==> config.mk <==
export PLATFORM = sky130hd
export DESIGN_NAME = led_bar_scheduler
export DESIGN_NICKNAME = d
export VERILOG_FILES = /design/src/rtl/led_ctrl_pkg.sv /design/src/rtl/beat_divider.sv /design/src/rtl/led_bar_scheduler.sv
export SDC_FILE = /design/constraint.sdc
export NUM_CORES = 1
export LEC_CHECK = 0
export CORE_ASPECT_RATIO = 0.6
export CORE_MARGIN = 8
export CORE_UTILIZATION = 60
export DETAILED_ROUTE_END_ITERATION = 10
export DONT_BUFFER_PORTS = 1
export GPL_TIMING_DRIVEN = 0
export PLACE_DENSITY = 0.82
export SLEW_MARGIN = 20
export SYNTH_ARGS = -nofsm -noshare
export SYNTH_HDL_FRONTEND = slang
export SYNTH_SLANG_ARGS = --single-unit
==> constraint.sdc <==
create_clock -name clk -period 2.6 [get_ports clk]
set_clock_uncertainty 0.05 [all_clocks]
set_input_delay 0.65 -clock clk [delete_from_list [all_inputs] [get_ports clk]]
set_output_delay 0.65 -clock clk [all_outputs]
set_load 0.03 [all_outputs]
==> src/rtl/led_ctrl_pkg.sv <==
// led_ctrl_pkg: LED bar owner encodings and pattern decode helpers.
package led_ctrl_pkg;
   typedef enum logic [1:0] {IDLE = 2'd0, WATER = 2'd1, PLAY = 2'd2, KEY = 2'd3} state_t;
   // Keys 0..7 light one LED; keys 8..15 light all but one.
   function automatic logic [7:0] key_led(input logic [3:0] code);
      logic [7:0] one;
      one = 8'h01 << code[2:0];
      return code[3] ? ~one : one;
   endfunction
   function automatic logic [7:0] thermo(input logic [2:0] note);
      return ~(8'hFE << note);
   endfunction
endpackage

==> src/rtl/beat_divider.sv <==
// beat_divider: free-running square wave, toggling every BEAT_DIV clocks.
module beat_divider #(
   parameter int BEAT_DIV = 12_500_000,
   parameter int CNT_W    = 25
) (
   input  logic clk,
   input  logic rst_n,
   output logic beat
);
   logic [CNT_W-1:0] cnt;
   always_ff @(posedge clk or negedge rst_n)
      if (!rst_n) begin
         cnt  <= '0;
         beat <= 1'b0;
      end else if (cnt == CNT_W'(BEAT_DIV - 1)) begin
         cnt  <= '0;
         beat <= ~beat;
      end else
         cnt <= cnt + 1'b1;
endmodule

==> src/rtl/led_bar_scheduler.sv <==
// led_bar_scheduler: arbitrates the 8-LED bar between key echo, playback and water light.
module led_bar_scheduler
   import led_ctrl_pkg::*;
#(
   parameter int BEAT_DIV = 12_500_000,
   parameter int HOLD_CYC = 25_000_000,
   parameter int CNT_W    = 25
) (
   input  logic       clk,
   input  logic       rst_n,
   input  logic [3:0] func,
   input  logic       key_valid,
   input  logic [3:0] key_code,
   input  logic       play_active,
   input  logic [2:0] play_note,
   input  logic [7:0] wl_pattern,
   output logic       beat,
   output logic [7:0] led,
   output logic [1:0] src
);
   state_t           state, sel;
   logic [CNT_W-1:0] hold;
   logic [3:0]       key_lat;
   logic             stay, unused;
   assign unused = ^func[3:2];
   assign stay   = (state == KEY) && (hold != '0);
   assign sel    = play_active ? PLAY : (func[1] ^ func[0]) ? WATER : IDLE;
   assign src    = state;
   beat_divider #(.BEAT_DIV(BEAT_DIV), .CNT_W(CNT_W)) u_beat (
      .clk  (clk),
      .rst_n(rst_n),
      .beat (beat)
   );
   // Every key_valid restarts the hold, so a held key keeps the bar until HOLD_CYC after its last cycle.
   always_ff @(posedge clk or negedge rst_n)
      if (!rst_n) begin
         state   <= IDLE;
         hold    <= '0;
         key_lat <= '0;
         led     <= '0;
      end else if (key_valid) begin
         state   <= KEY;
         hold    <= CNT_W'(HOLD_CYC - 1);
         key_lat <= key_code;
         led     <= key_led(key_code);
      end else if (stay) begin
         hold <= hold - 1'b1;
         led  <= key_led(key_lat);
      end else begin
         state <= sel;
         led   <= sel == PLAY ? thermo(play_note) : sel == WATER ? wl_pattern : 8'h00;
      end
endmodule

After elaboration in Yosys (flattened, before gate mapping)

Cells that the tools add are included.

Add/sub/neg operators: 2
Equal/unequal tests: 5
Shift operators: 3
Multiplexer cells: 13
Bitwise operators: 5
Reduce and logical (&&, ||, !) cells: 3

Operators by type and width:

| kind                    | count |
|---|---|
| $mux W25                | 3 |
| $mux W8                 | 6 |
| $add A25 B1 Y25 const B | 1 |
| $eq A25 B24 Y1 const B  | 1 |
| $reduce_bool A25 Y1     | 1 |
| $sub A25 B1 Y25 const B | 1 |
| $not A8 Y8              | 3 |
| $shl A1 B3 Y8 const A   | 2 |
| $shl A8 B3 Y8 const A   | 1 |
| $mux W2                 | 3 |
| $eq A2 B2 Y1 const B    | 2 |
| $eq A2 B1 Y1 const B    | 1 |
| $ne A2 B2 Y1 const B    | 1 |
| $reduce_bool A2 Y1      | 1 |
| $logic_and A1 B1 Y1     | 1 |
| $mux W1                 | 1 |
| $not A1 Y1              | 1 |
| $xor A1 B1 Y1           | 1 |

Register bits after elaboration: 65
Input port bits: 23
Output and inout port bits: 11

Logic depth before layout (Yosys ltp)

Depth in word-level cells: 8
Mapped depth: 9
Depth with buffers taken out: 7

Hierarchy

Synthesis repeated with hierarchy kept, for this count alone.

Cell total of the unflattened synthesis: 382
Area total of the unflattened synthesis: 3573.4 um2

By module, submodules not included:

| module            | times used | cells an instance | area an instance (um2) |
|---|---|---|---|
| led_bar_scheduler | 1          | 258               | 2296.0 |
| beat_divider      | 1          | 124               | 1277.5 |

Worst setup path after synthesis

Ideal clock, no wire load.

Kind: flip-flop to flip-flop
From: register hold[15]
To: register led[0]
Arrival time: 1917 ps
Slack: 512 ps
Stages on the path, launching flop included: 6
Path buffers: 0
Period minus slack after synthesis: 2088 ps
Cells stage by stage: dfrtp_1 -> or4_4 -> nor3_4 -> a31oi_2 -> or3_1 -> a22o_1

Cells in the longest elaborated chain, start to end: 4

Ends and longest elaborated chain:

| what                   | line                    | text |
|---|---|---|
| start, declared        | led_bar_scheduler.sv:22 | `logic [CNT_W-1:0] hold;` |
| start signal, assigned | led_bar_scheduler.sv:43 | `hold <= CNT_W'(HOLD_CYC - 1);` |
| start signal, assigned | led_bar_scheduler.sv:47 | `hold <= hold - 1'b1;` |
| $reduce_bool A25 Y1    | led_bar_scheduler.sv:26 | `assign stay = (state == KEY) && (hold != '0);` |
| $logic_and A1 B1 Y1    | led_bar_scheduler.sv:26 |  |
| $mux W8                | led_bar_scheduler.sv:46 | `end else if (stay) begin` |
| $mux W8                | led_bar_scheduler.sv:41 | `end else if (key_valid) begin` |
| end signal, assigned   | led_bar_scheduler.sv:45 | `led <= key_led(key_code);` |
| end signal, assigned   | led_bar_scheduler.sv:48 | `led <= key_led(key_lat);` |
| end signal, assigned   | led_bar_scheduler.sv:51 | `led <= sel == PLAY ? thermo(play_note) : sel == WATER ? wl_pattern : 8'h00;` |
| end, declared          | led_bar_scheduler.sv:18 | `output logic [7:0] led,` |

Every way passes these cells.
A chain may end at the register's enable or synchronous reset.

Worst setup path in the final report

From: register hold[0]
To: register led[1]

Same word-level chain as after synthesis.

==> run_results.csv <==
group,metric,value,unit
power_and_ir_drop,vdd_drop_max,0.429,mV
layout,antenna_cells,0,
timing,tightest_slew,904,ps
floorplanning,design.portCount,34,
timing,hold_viol_final,0,
layout,register_area,1630,um^2
setup_path,crit_type,"reg2reg",
cts,clkLatencyLatePin,350,ps
cts,path_clk_slew,80,ps
timing,rsz0062_at_grt,"no",
yosys,syn_area_per_cell,9.70,um^2
global_route,grt_pass1_wl,13400,um
global_route,antenna_found_initial,0,
setup_path,worst-endpoint-arrival,2600,ps
cts,htree_levels,3,
layout,area_delta_synth_final,9.77,%
timing,timing.setup.tns,0,ps
floorplanning,core-area,5970,um^2
timing,max_slew_margin,0.389,
yosys,seq_area_frac_synth,0.451,
timing,setup_violations,0,
cts,cts_setup_buffers,0,
global_route,grt_max_degree,66,
placement,placedCellCount,456,
detailed_routing,wire_per_inst,16.6,um
yosys,syn-instance-count,372,
cts,numCtsBuffers,9,
job,drv_cap,0,
yosys,synth_seq_cells,65,
timing,finalMaxSlewViolations,0,
detailed_routing,vias_per_cell,5.90,
cts,cts_root_buf,"clkbuf_8",
yosys,synth_top_flop_cell,"dfrtp_1",
setup_path,start_kind,"flop",
run_status,run_status,"complete, no violations",
yosys,syn_nets,398,
detailed_routing,drc_errors,0,
detailed_routing,vias,2791,
setup_path,crit_path_end_kind,"flop",
yosys,synthArstFlopShare,1.00,
setup_path,crit_required,2770,ps
cts,cts_max_path_buffers,2,
placement,dp_hpwl,5370,um
yosys,synth_edf_count,0,
layout,fin_cells,473,
power_and_ir_drop,power_density,541,nW/um^2
timing,period_share,0.935,
global_route,gr-total-overflow,0,
detailed_routing,drtAntennaViolNets,0,
placement,place_area,3710,um^2
floorplanning,rows,22,
cts,cts_tree,"yes",
layout,design_area,3960,um^2
timing,final.setup.worst_slack,169,ps
detailed_routing,drt-total-wl,7850,um
timing,min_period,2430,ps
setup_path,cp_max_fo,10,
yosys,ys_types,57,
layout,nets,410,
placement,io_buffers,0,
worst_hold_path,min_path_type,"in2async",
global_route,grt_pass1_vias,2689,
detailed_routing,first_pass_iters,4,
floorplanning,dieArea,8840,um^2
layout,fillerInstances,473,
floorplanning,start_util,0.604,
timing,whs,113,ps
power_and_ir_drop,power.leakage,1.48,nW
cts,cts_sinks,65,
placement,place_congestion,0.815,
yosys,netlist_area,3610,um^2
detailed_routing,first_iter_violations,194,
global_route,grt_use_total,0.188,
yosys,yosysWarnings,0,
layout,layout-drive-gt1-share,0.100,
layout,multi_input_area,1900,um^2
placement,pre_cts_slack,122,ps
timing,max_freq,0.411,GHz
floorplanning,dieWidth,116,um
floorplanning,fp.dieH,76.1,um
[critical path, stage by stage (launching register included)]
cell and delay (ps):
dfrtp_1 420, inv_1 110, ha_1 180, nor2b_2 210
and2_0 150, clkbuf_1 280, a31oi_2 230, buf_2 230
a221oi_1 290, o22ai_1 160
[stage by stage]
step	power (mW)	util
2_1_floorplan	1.22	-
3_3_place_gp	1.25	0.622
3_5_place_dp	1.25	0.622
4_1_cts	2.16	0.661
5_1_grt	2.23	0.663
6_report	2.14	0.663
[synth_stat cells, drive strengths merged (5+ instances only)]
library cell | number | area share
dfrtp | 65 | 0.45
nor2 | 32 | 0.033
nand2 | 26 | 0.027
o31ai | 5 | 0.012
nor4 | 8 | 0.016
nand4 | 11 | 0.019
or3 | 14 | 0.024
xnor2 | 24 | 0.058
o21ai | 12 | 0.017
o22ai | 5 | 0.0087
buf | 5 | 0.0069
nor3 | 18 | 0.031
xor2 | 27 | 0.066
nand3b | 5 | 0.010
nand3 | 18 | 0.026
a21oi | 12 | 0.017
clkbuf | 17 | 0.018
and3 | 7 | 0.012
[cells in the final DEF (no fill, tap or decap), types with 9 or more instances in the layout]
cell | synthesis | routed
a21oi_1 | 12 | 12
clkbuf_1 | 17 | 17
clkbuf_8 | 0 | 9
dfrtp_1 | 65 | 65
nand2_1 | 26 | 26
nand3_1 | 17 | 17
nand4_1 | 11 | 11
nor2_1 | 32 | 32
nor3_1 | 15 | 14
o21ai_0 | 12 | 12
or3_1 | 14 | 14
xnor2_1 | 24 | 24
xor2_1 | 27 | 27
[power by group]
part | switching [mW] | leakage [nW] | total, mW | internal, mW
Sequential | 0.0530 | 0.773 | 1.09 | 1.04
Clock | 0.430 | 0.0960 | 0.881 | 0.450
Combinational | 0.105 | 0.611 | 0.171 | 0.0661
[what timing repair did]
item	4_1_cts	5_1_grt
endpoints found under the setup margin	0	13
hold buffers	1	0
resized for setup	0	3
hold endpoints to repair	65	0
[area by class of cell]
| cell class | count | area share |
|---|---|---|
| timing repair buffer | 1 | 0.00695 |
| tap | 84 | 0.0265 |
| clock inverter | 7 | 0.0202 |
| sequential | 65 | 0.410 |
| clock buffer | 9 | 0.0313 |
| buffer | 22 | 0.0224 |
| inverter | 4 | 0.00379 |
| multi-input combinational | 281 | 0.478 |
[registers in the layout (all words and copies together), names as in the netlist]
register,cells
u_beat.beat,1
key_lat,4
u_beat.cnt,25
hold,25
src,2
led,8
[metal layers]
layer	vias to the layer above	routed length (um)	GRT usage	part of all wire
li1	1373	-	-	-
met1	1351	3780	0.265	0.48
met2	59	3590	0.264	0.46
met3	8	396	0.0562	0.050
met4	0	89	0.0682	0.011
met5	-	0	0	0
[path summary, 6_finish.rpt]
kind	depth (start not counted)	slack, ps	from	endpoint
max in group asynchronous	1	2110	rst_n	u_beat.cnt[21]$_DFF_PN0_
worst min-delay path	1	110	rst_n	led[7]$_DFF_PN0_
worst max-delay path	9	170	hold[0]$_DFFE_PN0P_	led[1]$_DFF_PN0_
worst min register to register	1	440	u_beat.cnt[0]$_DFF_PN0_	u_beat.cnt[0]$_DFF_PN0_
min in group clk	1	440	u_beat.cnt[0]$_DFF_PN0_	u_beat.cnt[0]$_DFF_PN0_
worst max register to register	9	170	hold[0]$_DFFE_PN0P_	led[1]$_DFF_PN0_
[logic make-up after synthesis]
| kind of cell | share of synthesized area |
|---|---|
| AO/OA/AOI/OAI | 0.112 |
| XOR/XNOR | 0.124 |
| adder cells (fa/ha/maj) | 0.0104 |
| buffers and inverters | 0.0288 |
| flip-flops | 0.451 |
| multiplexers | 0.0153 |
| AND/OR/NAND/NOR | 0.259 |
No activity file was read; power rests on OpenSTA's default activity.
